==> src/rtl/cp_cmd_pkg.sv <==
// Shared types and constants for the control-plane command dispatcher.
package cp_cmd_pkg;

   localparam int unsigned CMD_W     = 128;
   localparam int unsigned OPC_LSB   = 0;
   localparam int unsigned TGT_LSB   = 8;
   localparam int unsigned RSVD_LSB  = 16;
   localparam int unsigned ADDR_LSB  = 32;
   localparam int unsigned WDATA_LSB = 64;

   localparam logic [7:0] OP_READ  = 8'h01;
   localparam logic [7:0] OP_WRITE = 8'h02;

   localparam logic [7:0] ST_OK      = 8'h80;
   localparam logic [7:0] ST_TIMEOUT = 8'h81;
   localparam logic [7:0] ST_BADTGT  = 8'h82;
   localparam logic [7:0] ST_BADOP   = 8'h83;

   localparam logic [1:0]  BANK_DATA    = 2'b11;
   localparam logic [1:0]  BANK_CMD     = 2'b10;
   localparam logic [63:0] WB_STAT_MASK = 64'h00000000_FF000000;

   typedef enum logic [2:0] {
      S_IDLE,
      S_DECODE,
      S_REQ,
      S_WB_DATA,
      S_WB_STAT,
      S_DONE
   } state_t;

   // Field order matches the COMM_DATA bit layout (MSB first).
   typedef struct packed {
      logic [63:0] wdata;
      logic [31:0] addr;
      logic [15:0] rsvd;
      logic [7:0]  target;
      logic [7:0]  opcode;
   } cmd_t;

endpackage

==> src/rtl/cp_cmd_dispatcher_if.sv <==
// Register-interface and target-bus signals of the command dispatcher.
interface cp_cmd_dispatcher_if #(
   parameter int unsigned N_TGT = 4
);
   logic                  COMM_VALID;
   logic [127:0]          COMM_DATA;
   logic                  DATA_VALID;
   logic [63:0]           DATA_RBACK;
   logic [63:0]           DATA_MASK;
   logic [1:0]            DATA_OFFSET;
   logic [N_TGT-1:0]      TGT_REQ;
   logic                  TGT_WE;
   logic [31:0]           TGT_ADDR;
   logic [63:0]           TGT_WDATA;
   logic [N_TGT-1:0]      TGT_ACK;
   logic [N_TGT*64-1:0]   TGT_RDATA;
   logic                  BUSY;

   // Dispatcher side.
   modport master (
      input  COMM_VALID, COMM_DATA, TGT_ACK, TGT_RDATA,
      output DATA_VALID, DATA_RBACK, DATA_MASK, DATA_OFFSET,
      output TGT_REQ, TGT_WE, TGT_ADDR, TGT_WDATA, BUSY
   );

   // Register interface plus targets.
   modport slave (
      output COMM_VALID, COMM_DATA, TGT_ACK, TGT_RDATA,
      input  DATA_VALID, DATA_RBACK, DATA_MASK, DATA_OFFSET,
      input  TGT_REQ, TGT_WE, TGT_ADDR, TGT_WDATA, BUSY
   );
endinterface

==> src/rtl/cp_ack_timer.sv <==
// Acknowledge timeout counter: load clears, enable counts, saturates at TIMEOUT-1.
module cp_ack_timer #(
   parameter int unsigned TIMEOUT = 1024
) (
   input  logic SYS_CLK,
   input  logic RST,
   input  logic load,
   input  logic en,
   output logic expired_c
);
   localparam int unsigned CNT_W = $clog2(TIMEOUT + 1);

   logic [CNT_W-1:0] cnt_q;

   assign expired_c = (cnt_q == CNT_W'(TIMEOUT - 1));

   always_ff @(posedge SYS_CLK or posedge RST) begin
      if (RST) begin
         cnt_q <= '0;
      end else if (load) begin
         cnt_q <= '0;
      end else if (en && !expired_c) begin
         cnt_q <= cnt_q + CNT_W'(1);
      end
   end
endmodule

==> src/rtl/cp_cmd_dispatcher.sv <==
// Control-plane command sequencer: decodes a host command, runs one target
// transaction with timeout, and writes data/status back to the register file.
module cp_cmd_dispatcher
   import cp_cmd_pkg::*;
#(
   parameter int unsigned N_TGT   = 4,
   parameter int unsigned TIMEOUT = 1024
) (
   input  logic             SYS_CLK,
   input  logic             RST,
   cp_cmd_dispatcher_if.master bus
);
   state_t           state;
   logic             comm_valid_q;
   cmd_t             cmd_q;
   logic [7:0]       status_q;
   logic [N_TGT-1:0] tgt_req_q;
   logic             tgt_we_q;
   logic [31:0]      tgt_addr_q;
   logic [63:0]      tgt_wdata_q;
   logic [63:0]      rdata_q;
   logic             data_valid_q;
   logic [63:0]      data_rback_q;
   logic [63:0]      data_mask_q;
   logic [1:0]       data_offset_q;
   logic             busy_q;

   logic             trigger_c;
   logic             ack_hit_c;
   logic [63:0]      rdata_sel_c;
   logic             timer_load_c;
   logic             timer_en_c;
   logic             timer_expired_c;
   logic             unused_rsvd_c;

   assign trigger_c     = bus.COMM_VALID && !comm_valid_q;
   // Request is one-hot, so masking with it ignores acks from other targets.
   assign ack_hit_c     = |(bus.TGT_ACK & tgt_req_q);
   assign timer_load_c  = (state == S_DECODE);
   assign timer_en_c    = (state == S_REQ);
   assign unused_rsvd_c = ^cmd_q.rsvd;

   // Read-data mux keyed by the active request line.
   always_comb begin
      rdata_sel_c = '0;
      for (int i = 0; i < int'(N_TGT); i++) begin
         if (tgt_req_q[i]) begin
            rdata_sel_c = bus.TGT_RDATA[i*64 +: 64];
         end
      end
   end

   cp_ack_timer #(.TIMEOUT(TIMEOUT)) u_timer (
      .SYS_CLK   (SYS_CLK),
      .RST       (RST),
      .load      (timer_load_c),
      .en        (timer_en_c),
      .expired_c (timer_expired_c)
   );

   always_ff @(posedge SYS_CLK or posedge RST) begin
      if (RST) begin
         state         <= S_IDLE;
         comm_valid_q  <= 1'b0;
         cmd_q         <= '0;
         status_q      <= '0;
         tgt_req_q     <= '0;
         tgt_we_q      <= 1'b0;
         tgt_addr_q    <= '0;
         tgt_wdata_q   <= '0;
         rdata_q       <= '0;
         data_valid_q  <= 1'b0;
         data_rback_q  <= '0;
         data_mask_q   <= '0;
         data_offset_q <= '0;
         busy_q        <= 1'b0;
      end else begin
         comm_valid_q  <= bus.COMM_VALID;
         data_valid_q  <= 1'b0;
         data_rback_q  <= '0;
         data_mask_q   <= '0;
         data_offset_q <= '0;
         case (state)
            S_IDLE: begin
               if (trigger_c) begin
                  cmd_q  <= cmd_t'(bus.COMM_DATA);
                  busy_q <= 1'b1;
                  state  <= S_DECODE;
               end
            end
            S_DECODE: begin
               if (cmd_q.target >= 8'(N_TGT)) begin
                  status_q <= ST_BADTGT;
                  state    <= S_WB_STAT;
               end else if ((cmd_q.opcode != OP_READ) && (cmd_q.opcode != OP_WRITE)) begin
                  status_q <= ST_BADOP;
                  state    <= S_WB_STAT;
               end else begin
                  tgt_req_q   <= N_TGT'(1) << cmd_q.target;
                  tgt_we_q    <= (cmd_q.opcode == OP_WRITE);
                  tgt_addr_q  <= cmd_q.addr;
                  tgt_wdata_q <= cmd_q.wdata;
                  state       <= S_REQ;
               end
            end
            S_REQ: begin
               if (ack_hit_c) begin
                  tgt_req_q <= '0;
                  rdata_q   <= rdata_sel_c;
                  status_q  <= ST_OK;
                  state     <= tgt_we_q ? S_WB_STAT : S_WB_DATA;
               end else if (timer_expired_c) begin
                  tgt_req_q <= '0;
                  status_q  <= ST_TIMEOUT;
                  state     <= S_WB_STAT;
               end
            end
            S_WB_DATA: begin
               data_valid_q  <= 1'b1;
               data_offset_q <= BANK_DATA;
               data_mask_q   <= '1;
               data_rback_q  <= rdata_q;
               state         <= S_WB_STAT;
            end
            S_WB_STAT: begin
               data_valid_q  <= 1'b1;
               data_offset_q <= BANK_CMD;
               data_mask_q   <= WB_STAT_MASK;
               data_rback_q  <= {32'h0, status_q, 24'h0};
               state         <= S_DONE;
            end
            S_DONE: begin
               // Hold until the stop-condition level drops so it cannot re-issue.
               if (!bus.COMM_VALID) begin
                  busy_q <= 1'b0;
                  state  <= S_IDLE;
               end
            end
            default: begin
               state <= S_IDLE;
            end
         endcase
      end
   end

   assign bus.TGT_REQ     = tgt_req_q;
   assign bus.TGT_WE      = tgt_we_q;
   assign bus.TGT_ADDR    = tgt_addr_q;
   assign bus.TGT_WDATA   = tgt_wdata_q;
   assign bus.DATA_VALID  = data_valid_q;
   assign bus.DATA_RBACK  = data_rback_q;
   assign bus.DATA_MASK   = data_mask_q;
   assign bus.DATA_OFFSET = data_offset_q;
   assign bus.BUSY        = busy_q;
endmodule

==> src/flat_wrapper.sv <==
// flat-port wrapper written by rule: the top's interface ports become plain ports
module cp_cmd_dispatcher_flat import cp_cmd_pkg::*;
#(
   parameter int unsigned N_TGT   = 4,
   parameter int unsigned TIMEOUT = 1024
)
  (SYS_CLK, RST, bus_COMM_VALID, bus_COMM_DATA, bus_TGT_ACK, bus_TGT_RDATA, bus_DATA_VALID, bus_DATA_RBACK, bus_DATA_MASK, bus_DATA_OFFSET, bus_TGT_REQ, bus_TGT_WE, bus_TGT_ADDR, bus_TGT_WDATA, bus_BUSY);
  cp_cmd_dispatcher_if #(.N_TGT(N_TGT)) bus_i ();
  input  logic SYS_CLK;
  input  logic RST;
  input wire logic [$bits(bus_i.COMM_VALID)-1:0] bus_COMM_VALID;
  input wire logic [$bits(bus_i.COMM_DATA)-1:0] bus_COMM_DATA;
  input wire logic [$bits(bus_i.TGT_ACK)-1:0] bus_TGT_ACK;
  input wire logic [$bits(bus_i.TGT_RDATA)-1:0] bus_TGT_RDATA;
  output wire logic [$bits(bus_i.DATA_VALID)-1:0] bus_DATA_VALID;
  output wire logic [$bits(bus_i.DATA_RBACK)-1:0] bus_DATA_RBACK;
  output wire logic [$bits(bus_i.DATA_MASK)-1:0] bus_DATA_MASK;
  output wire logic [$bits(bus_i.DATA_OFFSET)-1:0] bus_DATA_OFFSET;
  output wire logic [$bits(bus_i.TGT_REQ)-1:0] bus_TGT_REQ;
  output wire logic [$bits(bus_i.TGT_WE)-1:0] bus_TGT_WE;
  output wire logic [$bits(bus_i.TGT_ADDR)-1:0] bus_TGT_ADDR;
  output wire logic [$bits(bus_i.TGT_WDATA)-1:0] bus_TGT_WDATA;
  output wire logic [$bits(bus_i.BUSY)-1:0] bus_BUSY;
  assign bus_i.COMM_VALID = bus_COMM_VALID;
  assign bus_i.COMM_DATA = bus_COMM_DATA;
  assign bus_i.TGT_ACK = bus_TGT_ACK;
  assign bus_i.TGT_RDATA = bus_TGT_RDATA;
  assign bus_DATA_VALID = bus_i.DATA_VALID;
  assign bus_DATA_RBACK = bus_i.DATA_RBACK;
  assign bus_DATA_MASK = bus_i.DATA_MASK;
  assign bus_DATA_OFFSET = bus_i.DATA_OFFSET;
  assign bus_TGT_REQ = bus_i.TGT_REQ;
  assign bus_TGT_WE = bus_i.TGT_WE;
  assign bus_TGT_ADDR = bus_i.TGT_ADDR;
  assign bus_TGT_WDATA = bus_i.TGT_WDATA;
  assign bus_BUSY = bus_i.BUSY;
  cp_cmd_dispatcher #(.N_TGT(N_TGT), .TIMEOUT(TIMEOUT)) u_core (.SYS_CLK(SYS_CLK), .RST(RST), .bus(bus_i));
endmodule
==> config.mk <==
export PLATFORM = sky130hd
export DESIGN_NAME = cp_cmd_dispatcher_flat
export DESIGN_NICKNAME = d
export VERILOG_FILES = /design/src/rtl/cp_cmd_pkg.sv /design/src/rtl/cp_cmd_dispatcher_if.sv /design/src/rtl/cp_ack_timer.sv /design/src/rtl/cp_cmd_dispatcher.sv /design/src/flat_wrapper.sv
export SDC_FILE = /design/constraint.sdc
export NUM_CORES = 1
export LEC_CHECK = 0
export CORE_AREA = 2 2 242 244
export CTS_CLUSTER_SIZE = 40
export DETAILED_ROUTE_END_ITERATION = 8
export DIE_AREA = 0 0 244 246
export PLACE_DENSITY = 0.65
export SYNTH_ARGS = -nofsm -noshare
export SYNTH_HDL_FRONTEND = slang
export SYNTH_SLANG_ARGS = --single-unit
==> constraint.sdc <==
create_clock -name SYS_CLK -period 19.2 [get_ports SYS_CLK]
set_input_delay 4.8 -clock SYS_CLK [delete_from_list [all_inputs] [get_ports SYS_CLK]]
set_output_delay 4.8 -clock SYS_CLK [all_outputs]
set_load 0.05 [all_outputs]
==> results of run 1 <==
-- how the worst min path moves through the flow --
stage / from / endpoint / depth (start not counted)
floorplan: u_core.cmd_q[63] / u_core.bus.TGT_ADDR[31] / 2
global placement: u_core.cmd_q[108] / u_core.bus.TGT_WDATA[44] / 2
detailed placement: u_core.bus.TGT_ADDR[19] / u_core.bus.TGT_ADDR[19] / 2
CTS: u_core.rdata_q[7] / u_core.bus.DATA_RBACK[7] / 1
global route: u_core.bus.TGT_ADDR[1] / u_core.bus.TGT_ADDR[1] / 2
finish: u_core.bus.TGT_WDATA[57] / u_core.bus.TGT_WDATA[57] / 2
-- metal layers --
layer  GRT usage  part of all wire  vias to the layer above
met5           0            0.0015                        -
met4      0.0701             0.034                       12
met3      0.0495             0.077                      101
met2       0.276              0.49                      446
met1       0.200              0.40                     6175
li1            -                 -                     5968
-- logic make-up after synthesis --
| group | count (synthesis) | share of synthesized area |
|---|---|---|
| and+or+nand+nor | 603 | 0.178 |
| DFF | 362 | 0.579 |
| AOI/OAI and AO/OA | 226 | 0.0943 |
| buffers and inverters | 167 | 0.0634 |
| muxes | 114 | 0.0819 |
| xor gates and xnor gates | 5 | 0.00280 |
| adders and majority gates | 1 | 0.000800 |
-- cells in the final DEF (no fill, tap or decap), types with 4 or more instances in the layout --
| master | count |
|---|---|
| a21o_1 | 4 |
| a21oi_1 | 133 |
| a221oi_1 | 64 |
| a32o_1 | 4 |
| and2_1 | 63 |
| buf_4 | 12 |
| clkbuf_1 | 12 |
| clkbuf_16 | 43 |
| clkbuf_8 | 6 |
| clkdlybuf4s50_1 | 607 |
| clkinv_2 | 7 |
| clkinvlp_4 | 4 |
| dfrtp_1 | 359 |
| diode_2 | 7 |
| mux2_2 | 112 |
| nand2_1 | 302 |
| nand3_1 | 4 |
| nor2_1 | 75 |
| nor2b_1 | 65 |
| nor3_1 | 68 |
| o21ai_0 | 5 |
| xor2_1 | 4 |
-- critical path: stages --
cell and delay [ns]:
clkdlybuf4s50_1 0.55, nor2b_1 0.24, nand2_1 0.13, nor2_4 0.10, buf_4 0.69, buf_4 0.72
mux2_2 0.42
-- registers in the layout, indices dropped and copies added, names as in the netlist --
signal                 cells
u_core.bus.TGT_WDATA      64
u_core.cmd_q             112
u_core.bus.DATA_RBACK     64
u_core.state               3
u_core.comm_valid_q        1
u_core.bus.DATA_MASK       2
u_core.bus.TGT_REQ         4
u_core.status_q            3
u_core.bus.BUSY            1
u_core.bus.TGT_WE          1
u_core.bus.TGT_ADDR       32
u_core.rdata_q            64
u_core.u_timer.cnt_q      11
-- cell type report --
type	count	area, µm²
Clock inverter	15	136
Fill cell	5493	34200
Antenna cell	7	17.5
Tap cell	765	957
Timing Repair Buffer	620	6190
Sequential cell	362	9070
Clock buffer	61	1200
Inverter	2	15.0
Multi-Input combinational cell	949	5620
-- power breakdown --
group | leakage, nW | internal, W | switching, W
logic | 4.72 | 0.000280 | 0.000277
registers | 4.79 | 0.000911 | 0.0000952
clock network | 0.647 | 0.000451 | 0.000322
-- through the flow --
stage	util	instance area (µm²)	hold slack [ns]	total power, W	setup WS (ns)
detailed placement	0.381	21800	0.455	0.00158	11.29
global route	0.404	23200	0.479	0.00246	11.75
global placement	0.381	21800	0.450	0.00156	11.38
floorplan	-	15600	0.441	0.00137	4.35
CTS	0.404	23200	0.463	0.00237	11.88
finish	0.405	23200	0.463	0.00233	11.85
==> out/metrics.yaml, run 1 <==
run_status:
  status: "finished clean"
yosys:
  yosys.cell_types.count: 53
  ys_async_sr_fraction: 1.00
  synth.area.top_cells: "dfrtp_1 58%, mux2_2 8.1%, nand2_1 7.2%, a21oi_1 4.3%, buf_4 3.9%"
  synth_nets: 1870
  postSynthAreaPerCell_um2: 10.6
  synth_top_area_cell: "dfrtp_1"
  yosysSeqAreaShare: 0.579
  synth_ff_type: "dfrtp_1"
  yosys_warnings: 0
  synth_area_um2: 15600
  syn_inst: 1478
  ys_seq_elements: 362
  netlist_top_cells_count: "362 x dfrtp_1, 302 x nand2_1, 133 x a21oi_1"
  synth.top_cell.area_share: 0.579
  synth-edff-count: 0
  synth_most_common_cell: "dfrtp_1"
clock_network:
  cts_root_buf: "clkbuf_16"
  holdBufCountCts: 0
  cts_tree: "yes"
  cts.repair.resized: 0
  cts.path.max_buffers: 3
  clock_sinks: 362
  cts_buffers: 42
  cts_setup_buffers: 0
  cts.htree.levels: 2
  clk_latency_ns: 0.56
  path_clk_slew_ns: 0.06
timing:
  finalCriticalPeriod_ns: 7.35
  maxSlewViolCount: 0
  finClkSkew_ns: 0.0280
  fin_crit_sh: 0.383
  worst_pin_slew_ns: 1.04
  fmax_mhz: 136
  hold_viol: 0
  rsz0062_at_grt: "no"
  totalNegativeSetupSlack_ns: 0
  setup_viol: 0
  slew_headroom: 0.307
placed_design:
  gp_congestion: 0.856
  portBuffers: 607
  placed_cells: 2698
  hpwl_um: 37900
routing:
  avgRoutedWirePerCell_um: 18.8
  firstDrtPassIters: 7
  routed_wl_um: 52300
  viasPerCell: 4.57
  drc: 0
  num_vias: 12700
  first_iter_violations: 835
  ant_nets: 0
power:
  powerDensity_nw_per_um2: 101
  power.static_leakage_nw: 10.2
  power.ir.vdd_worst_mv: 0.0798
critical_path:
  critPathKind: "in -> reg"
  crit_end: "u_core.cmd_q[47]"
  worstSetupStartpoint: "bus_COMM_VALID"
  r2r-end: "u_core.cmd_q[47]"
  cp.required_ns: 19.64
  worst_setup_path_end_kind: "flop"
  rrSetupSlack_ns: 16.01
  critPathLaunchType: "primary input"
  crit_fanout: 60
  reg2reg_depth: 6
  timing.rr.start: "u_core.state[0]"
  cp.arrival_ns: 7.79
die:
  dieArea_um2: 60000
  ios: 624
  rows: 88
  initial_core_util: 0.273
  design.core.area_um2: 57400
  die-width_um: 244
  die_h_um: 246
grt:
  grt_pass1_vias: 12600
  track_usage: 0.166
  globalRoute.totalOverflow: 0
  grt_pass1_wl_um: 76600
  antenna_found_initial: 11
  grt_start_max_net_pins: 163
run:
  max_cap_viol_count: 0
min_path:
  hold_path_class: "reg -> reg"
cells_and_area:
  stdcell_count: 2781
  drive_gt1_frac: 0.104
  area_growth_pct: 48.3
  final_nets: 2369
(Power assumes the default switching activity.)
==> inputs of run 2 (changes only) <==
==> constraint.sdc (replaced) <==
create_clock -name SYS_CLK -period 6.85 [get_ports SYS_CLK]
set_input_delay 1.7125 -clock SYS_CLK [delete_from_list [all_inputs] [get_ports SYS_CLK]]
set_output_delay 1.7125 -clock SYS_CLK [all_outputs]
set_load 0.05 [all_outputs]
==> run 2 against run 1 <==
Against the previous run:
- sequential power increased to 2.8 times the previous value
- sequential share of layout area decreased by 0.35 points
- register-to-register slack got worse by 12 ns
- die area unchanged
- flip-flop and latch count unchanged
- clock power increased to 3.0 times the previous value
- power increased to 2.9 times the previous value
- worst hold slack got worse by 0.0019 ns
- combinational power increased to 2.8 times the previous value
- via count increased by 0.22%
- final area increased by 0.90%
- global-route usage increased by 0.29 points
- critical endpoint is now bus_DATA_MASK[57]
==> out/metrics.yaml, run 2 (synthesized netlist as in run 1, its figures left out) <==
routing:
  viasPerCell: 4.55
  avgRoutedWirePerCell_um: 18.9
  routed_wl_um: 52800
  ant_nets: 0
  drc: 0
  first_iter_violations: 639
  firstDrtPassIters: 7
  num_vias: 12700
critical_path:
  rrSetupSlack_ns: 3.86
  critPathLaunchType: "flop"
  critPathKind: "reg -> out"
  cp.arrival_ns: 2.17
  slowest_stage: "clkdlybuf4s50_1"
  worst_setup_path_end_kind: "output port"
  crit_chain: "buf_4 > clkdlybuf4s50_1"
  crit_fanout: 57
  reg2reg_depth: 6
  timing.rr.start: "u_core.state[2]"
  r2r-end: "u_core.bus.TGT_ADDR[30]"
  cp.required_ns: 5.14
  critPathMaxStageDelay_ns: 0.89
timing:
  finalCriticalPeriod_ns: 3.89
  totalNegativeSetupSlack_ns: 0
  worst_pin_slew_ns: 1.08
  fmax_mhz: 257
  maxSlewViolCount: 0
  hold_ws_ns: 0.461
  rsz0062_at_grt: "no"
  finClkSkew_ns: 0.0136
  hold_viol: 0
  setup_viol: 0
  fin_crit_sh: 0.567
  slew_headroom: 0.277
run:
  max_cap_viol_count: 0
cells_and_area:
  drive_gt1_frac: 0.110
  layout_common_cells: "607 x clkdlybuf4s50_1, 359 x dfrtp_1, 302 x nand2_1, 133 x a21oi_1, 112 x mux2_2"
  final_nets: 2375
  final_common_cell: "clkdlybuf4s50_1"
  area_growth_pct: 49.7
  largest_register_ff_count: 112
  top_register: "u_core.cmd_q"
clock_network:
  holdBufCountCts: 0
  cts_tree: "yes"
  cts.htree.levels: 2
  cts_buffers: 44
  clock_sinks: 362
  cts.path.max_buffers: 3
  cts_setup_buffers: 0
  cts_root_buf: "clkbuf_16"
  cts.repair.resized: 0
  path_clk_slew_ns: 0.06
  clk_latency_ns: 0.56
placed_design:
  portBuffers: 607
  gp_congestion: 0.875
  hpwl_um: 38900
run_status:
  status: "finished clean"
grt:
  grtUsageMet2: 0.278
  grt_start_max_net_pins: 155
  gr-usage-met1: 0.200
  top_usage_layer: "met2"
  antenna_found_initial: 17
  track_usage: 0.169
  met3_usage: 0.0537
  grt_pass1_wl_um: 77700
  grt_pass1_vias: 12700
  globalRoute.totalOverflow: 0
die:
  rows: 88
  ios: 624
  initial_core_util: 0.273
  die-width_um: 244
  dieArea_um2: 60000
  die_h_um: 246
  design.core.area_um2: 57400
power:
  power.static_leakage_nw: 10.3
  power.ir.vdd_worst_mv: 0.195
  powerDensity_nw_per_um2: 287
min_path:
  hold_path_end: "u_core.bus.TGT_WDATA[3]"
  hp-start: "u_core.bus.TGT_WDATA[3]"
  hold_path_depth: 2
  hold_path_class: "reg -> reg"
-- run 2: critical path: cells and delay by family (launching register included) --
| kind | cells | cell delay, ns |
|---|---|---|
| flops | 1 | 0.33 |
| buf+inv | 2 | 1.27 |
-- run 2: worst max path at each step --
stage | start | to | cells past startpoint
finish | u_core.bus.DATA_MASK[62] | bus_DATA_MASK[57] | 2
global route | bus_COMM_VALID | u_core.cmd_q[40] | 6
CTS | u_core.bus.DATA_MASK[62] | bus_DATA_MASK[57] | 2
detailed placement | bus_COMM_VALID | u_core.cmd_q[45] | 6
global placement | bus_COMM_VALID | u_core.cmd_q[126] | 6
floorplan | RST | u_core.bus.BUSY | 1
-- run 2: area by class of cell --
type	count	area, µm²
antenna	12	30.0
fill	5445	34000
timing repair buffer	624	6240
clock inverter	19	195
multi-input combinational	949	5620
sequential	362	9070
inverter	2	11.3
clock buffer	62	1290
tap	765	957
-- run 2: layer usage --
metal  part of all wire  up-vias
li1                   -     5981
met1               0.39     6167
met2               0.49      465
met3              0.077      107
met4              0.036       10
met5             0.0013        -
-- run 2: stage by stage --
stage               total power (W)  area, µm²   util  setup WS, ns  cells
global placement            0.00437      21900  0.382          2.44   2702
CTS                         0.00684      23400  0.408          2.90   2783
global route                0.00709      23400  0.408          2.82   2794
floorplan                   0.00384      15600      -         0.283   1478
detailed placement          0.00444      21900  0.382          2.38   2702
finish                      0.00673      23400  0.408          2.96   2795
-- run 2: power breakdown --
| group | internal, W | switching [W] |
|---|---|---|
| Sequential | 0.00255 | 0.000254 |
| Clock | 0.00140 | 0.000942 |
| Combinational | 0.000789 | 0.000790 |
| Total | 0.00474 | 0.00199 |
